$ cat src/rtl/sar_search_pkg.sv
// Shared types for comparator-driven search blocks.
// No logic of its own; decode is purely combinational.
// No flow control.
package sar_search_pkg;

  // Controller states
  typedef enum logic [1:0] {
    IDLE = 2'd0,
    TEST = 2'd1,
    DONE = 2'd2
  } state_t;

  // Comparator verdict after priority resolution
  typedef enum logic [1:0] {
    RES_EQ = 2'd0,
    RES_GT = 2'd1,
    RES_LT = 2'd2
  } cmp_res_t;

  // eq wins over gt, gt over lt; no flag asserted is read as lt so a
  // silent comparator keeps every bit instead of stalling the search.
  function automatic cmp_res_t decode_cmp(input logic eq, input logic gt, input logic lt);
    cmp_res_t r;
    if (eq)      r = RES_EQ;
    else if (gt) r = RES_GT;
    else         r = RES_LT;
    // lt is implied by the fall-through; kept as an argument so every
    // consumer passes the full comparator triple.
    if (lt && !eq && !gt) r = RES_LT;
    return r;
  endfunction

endpackage

$ cat src/rtl/sar_search.sv
// MSB-first successive-approximation search against an external comparator.
// Latency: start at edge k -> done in cycle k+m+1, m = bits tested (1..WIDTH).
// No backpressure: start is only honoured in IDLE; extra starts are dropped.
module sar_search
  import sar_search_pkg::*;
#(
  parameter int WIDTH = 4
) (
  input  logic             clk,
  input  logic             rst,
  input  logic             start,
  input  logic             cmp_eq,
  input  logic             cmp_gt,
  input  logic             cmp_lt,
  output logic [WIDTH-1:0] trial,
  output logic             busy,
  output logic             done,
  output logic [WIDTH-1:0] result,
  output logic             found_exact
);

  localparam int IDXW = (WIDTH > 1) ? $clog2(WIDTH) : 1;
  localparam logic [IDXW-1:0]  IDX_TOP = IDXW'(WIDTH - 1);
  localparam logic [WIDTH-1:0] TOP_BIT = WIDTH'(1) << (WIDTH - 1);

  state_t           state, state_nxt;
  logic [IDXW-1:0]  idx;
  logic [IDXW-1:0]  idx_m1;
  cmp_res_t         res;
  logic [WIDTH-1:0] work;
  logic [WIDTH-1:0] work_set;

  assign res    = decode_cmp(cmp_eq, cmp_gt, cmp_lt);
  assign idx_m1 = idx - IDXW'(1);

  // Working code for this step: drop the bit under test if trial overshot,
  // and pre-compute the next trial with the following lower bit set.
  always_comb begin
    work     = trial;
    work_set = '0;
    if (res == RES_GT) work[idx] = 1'b0;
    work_set = work;
    if (idx != '0) work_set[idx_m1] = 1'b1;
  end

  // State register
  always_ff @(posedge clk) begin
    if (rst) state <= IDLE;
    else     state <= state_nxt;
  end

  // Next-state logic: TEST ends on an exact hit or after the LSB
  always_comb begin
    state_nxt = state;
    case (state)
      IDLE:    if (start) state_nxt = TEST;
      TEST:    if (res == RES_EQ || idx == '0) state_nxt = DONE;
      DONE:    state_nxt = IDLE;
      default: state_nxt = IDLE;
    endcase
  end

  // Outputs decoded from state; busy and done are mutually exclusive
  always_comb begin
    busy = (state == TEST);
    done = (state == DONE);
  end

  // Search datapath: trial/idx advance in TEST, result latched on exit
  always_ff @(posedge clk) begin
    if (rst) begin
      trial       <= '0;
      idx         <= IDX_TOP;
      result      <= '0;
      found_exact <= 1'b0;
    end else begin
      case (state)
        IDLE: begin
          if (start) begin
            trial       <= TOP_BIT;
            idx         <= IDX_TOP;
            found_exact <= 1'b0;
          end
        end
        TEST: begin
          if (res == RES_EQ) begin
            result      <= trial;
            found_exact <= 1'b1;
          end else if (idx == '0) begin
            result      <= work;
            found_exact <= 1'b0;
          end else begin
            trial <= work_set;
            idx   <= idx_m1;
          end
        end
        default: ;
      endcase
    end
  end

endmodule

$ cat config.mk
export PLATFORM = sky130hd
export DESIGN_NAME = sar_search
export DESIGN_NICKNAME = d
export VERILOG_FILES = /design/src/rtl/sar_search_pkg.sv /design/src/rtl/sar_search.sv
export SDC_FILE = /design/constraint.sdc
export NUM_CORES = 1
export LEC_CHECK = 0
export CORE_AREA = 3 3 40 42
export CTS_BUF_LIST = sky130_fd_sc_hd__clkbuf_2 sky130_fd_sc_hd__clkbuf_4 sky130_fd_sc_hd__clkbuf_8
export CTS_CLUSTER_SIZE = 16
export DETAILED_ROUTE_END_ITERATION = 12
export DIE_AREA = 0 0 43 45
export DONT_BUFFER_PORTS = 1
export HOLD_SLACK_MARGIN = 0.06
export PLACE_DENSITY = 0.66
export SLEW_MARGIN = 20
export SYNTH_ARGS = -nofsm -noshare
export SYNTH_HDL_FRONTEND = slang
export SYNTH_SLANG_ARGS = --single-unit
$ cat constraint.sdc
create_clock -name clk -period 2 [get_ports clk]
set_input_delay 0.4 -clock clk [delete_from_list [all_inputs] [get_ports clk]]
set_output_delay 0.4 -clock clk [all_outputs]
set_load 0.01 [all_outputs]
==> results.yml <==
clocking:
  clkTransAtPathRegs_ns: 0.08
  cts_resized: 0
  cts.sinks: 13
  cts_hold_buf: 0
  htreeDepth: 1
  clockBufferDepth: 2
  cts_tree: "done"
  cts_made_buffers: 3
  clock_latency_ns: 0.28
  cts_setup_buffers: 0
  clockRootBuffer: "clkbuf_4"
power:
  clockPowerShare: 0.357
  intPower_mw: 0.376
  comb_power_share: 0.087
  power_leakage_nw: 0.288
  ir_drop_v: 0.000355
  switching_share: 0.249
  powerDensity_nw_per_um2: 700
  p_seq_frac: 0.556
  p_switching_mw: 0.124
min_path:
  hp-class: "in -> reg"
  min_path_cells: 1
critical_path:
  reg2reg_slack_ns: 0.15
  startpoint_type: "flop"
  reg2reg_depth: 5
  crit_required_ns: 2.17
  path_class: "reg -> reg"
  crit_fanout: 7
  endpoint_kind: "flop"
  crit_arrival_ns: 2.02
sta:
  setup_viol: 0
  period_needed_ns: 1.85
  finalHoldWorstSlack_ns: 0.178
  post-route-period-util: 0.925
  fmax_ghz: 0.541
  fin_worst_skew_ns: 0.00578
  slew_headroom: 0.683
  drv_slew: 0
  timing_hold_violations_final: 0
  tightest_slew_ns: 0.473
  tns_ns: 0
  rsz0062_at_grt: "false"
logic_synthesis:
  synth_flop_cell: "dfxtp_1"
  synth_fp_nets: 84
  synth_compound_area_frac: 0.182
  synth.avg_cell_area_um2: 9.18
  synth-simple-area-share: 0.298
  yosys.area_share.xor_xnor: 0
  synth-seq-cells: 13
  ys_warn_count: 0
  yosysSeqAreaShare: 0.383
  synth_top_family_by_area: "simple AND/OR/NAND/NOR gates"
  netlist_instances: 74
  synthDistinctLibCells: 32
  synth_area_um2: 679
  synth_edf_count: 0
  async_flop_share: 0
  synth-adder-area-share: 0.0737
  synth_mux_area_frac: 0.0147
layout:
  final_common_cell: "dfxtp_1"
  syn_to_final_growth_pct: 5.16
  diodes: 0
  layout-drive-gt1-share: 0.107
  final_cell_area_um2: 714
  instances_no_fill: 90
  fin_nets: 86
  fillers: 128
  fin_util: 0.556
  layout.cells.most_common_list: "dfxtp_1, o21ai_0, a21oi_1"
die:
  rows: 13
  dieArea_um2: 1940
  io_pins: 17
  start_util: 0.529
  dieWidth_um: 43
  core-area_um2: 1280
  die_height_um: 45
detailed_routing:
  vias: 528
  antenna_left: 0
  dr.pass1.iters: 4
  drc: 0
  vias_per_cell: 5.87
  drt_iter0_drc: 10
  wl_per_cell_um: 14.3
  wl_mm: 1.29
global_routing:
  grt_pass1_wl_mm: 2.18
  grt_max_degree: 14
  grt-ovfl-total: 0
  antenna_found_initial: 0
  use_met3: 0.0478
  grt_use_met2: 0.228
  grt_pass1_vias: 504
  grt_usage: 0.157
  gr-usage-met1: 0.194
  top_usage_layer: "met2"
placement:
  globalplace.congestion: 0.734
  dpl.hpwl_um: 951
  placed_area_um2: 684
  placedCellCount: 86
  io_buffers: 0
run:
  cap_violations: 0
outcome:
  status: "complete, no violations"
## synthesized netlist by cell type, drive strengths merged (2+ instances only)
cell / number / area [um^2]
a21oi: 6 / 30.0
a221o: 2 / 20.0
buf: 2 / 10.0
dfxtp: 13 / 260
ha: 4 / 50.1
inv: 5 / 18.8
nand2b: 2 / 12.5
nand3b: 3 / 22.5
nand4: 3 / 18.8
nor2: 4 / 15.0
nor2b: 2 / 12.5
nor3: 3 / 26.3
nor4b: 2 / 32.5
o21ai: 7 / 35.0
## cells by family after synthesis
| group | Yosys count |
|---|---|
| AOI/OAI and AO/OA | 20 |
| DFF | 13 |
| buffers and inverters | 8 |
| adders and majority gates | 4 |
| muxes | 1 |
| and+or+nand+nor | 28 |
## cell type report
| cell class | count | area [um^2] | share of cell area |
|---|---|---|---|
| tap | 15 | 18.8 | 0.0263 |
| inverter | 5 | 18.8 | 0.0263 |
| sequential | 13 | 260 | 0.364 |
| clock buffer | 4 | 30.0 | 0.0420 |
| multi-input combinational | 53 | 387 | 0.541 |
## per-stage QoR
| step | total power, mW | setup slack [ns] |
|---|---|---|
| after floorplan | 0.324 | 0.357 |
| after global placement | 0.328 | 0.161 |
| after detailed placement | 0.328 | 0.165 |
| after CTS | 0.508 | 0.145 |
| after global routing | 0.529 | 0.0549 |
| final | 0.500 | 0.151 |
## power by group through the flow
stage / Clock, mW / Combinational (mW) / Sequential, mW
floorplan: 0 / 0.0417 / 0.282
global placement: 0 / 0.0432 / 0.284
detailed placement: 0 / 0.0435 / 0.284
CTS: 0.186 / 0.0437 / 0.278
global route: 0.201 / 0.0486 / 0.280
finish: 0.179 / 0.0433 / 0.278
## worst max-delay path, stage by stage (launching register included)
cell	delay (ns)
dfxtp_1	0.40
inv_1	0.12
ha_1	0.32
nor4b_4	0.37
nor3_1	0.16
a221o_1	0.37
## metal layers
metal | vias to the layer above | wire (um)
li1 | 274 | -
met1 | 236 | 608
met2 | 14 | 569
met3 | 4 | 74
met4 | 0 | 36
met5 | - | 0
## flip-flops by register name, summed over array words and instances (netlist names)
signal	count
state	2
trial	4
result	4
idx	2
found_exact	1
## path summary, 6_finish.rpt
path	start	endpoint
worst max-delay path	idx[0]	trial[2]
worst min-delay path	rst	result[1]
worst max register to register	idx[0]	trial[2]
worst min register to register	result[0]	result[0]
Note: power is estimated with default switching activity, not from simulation.
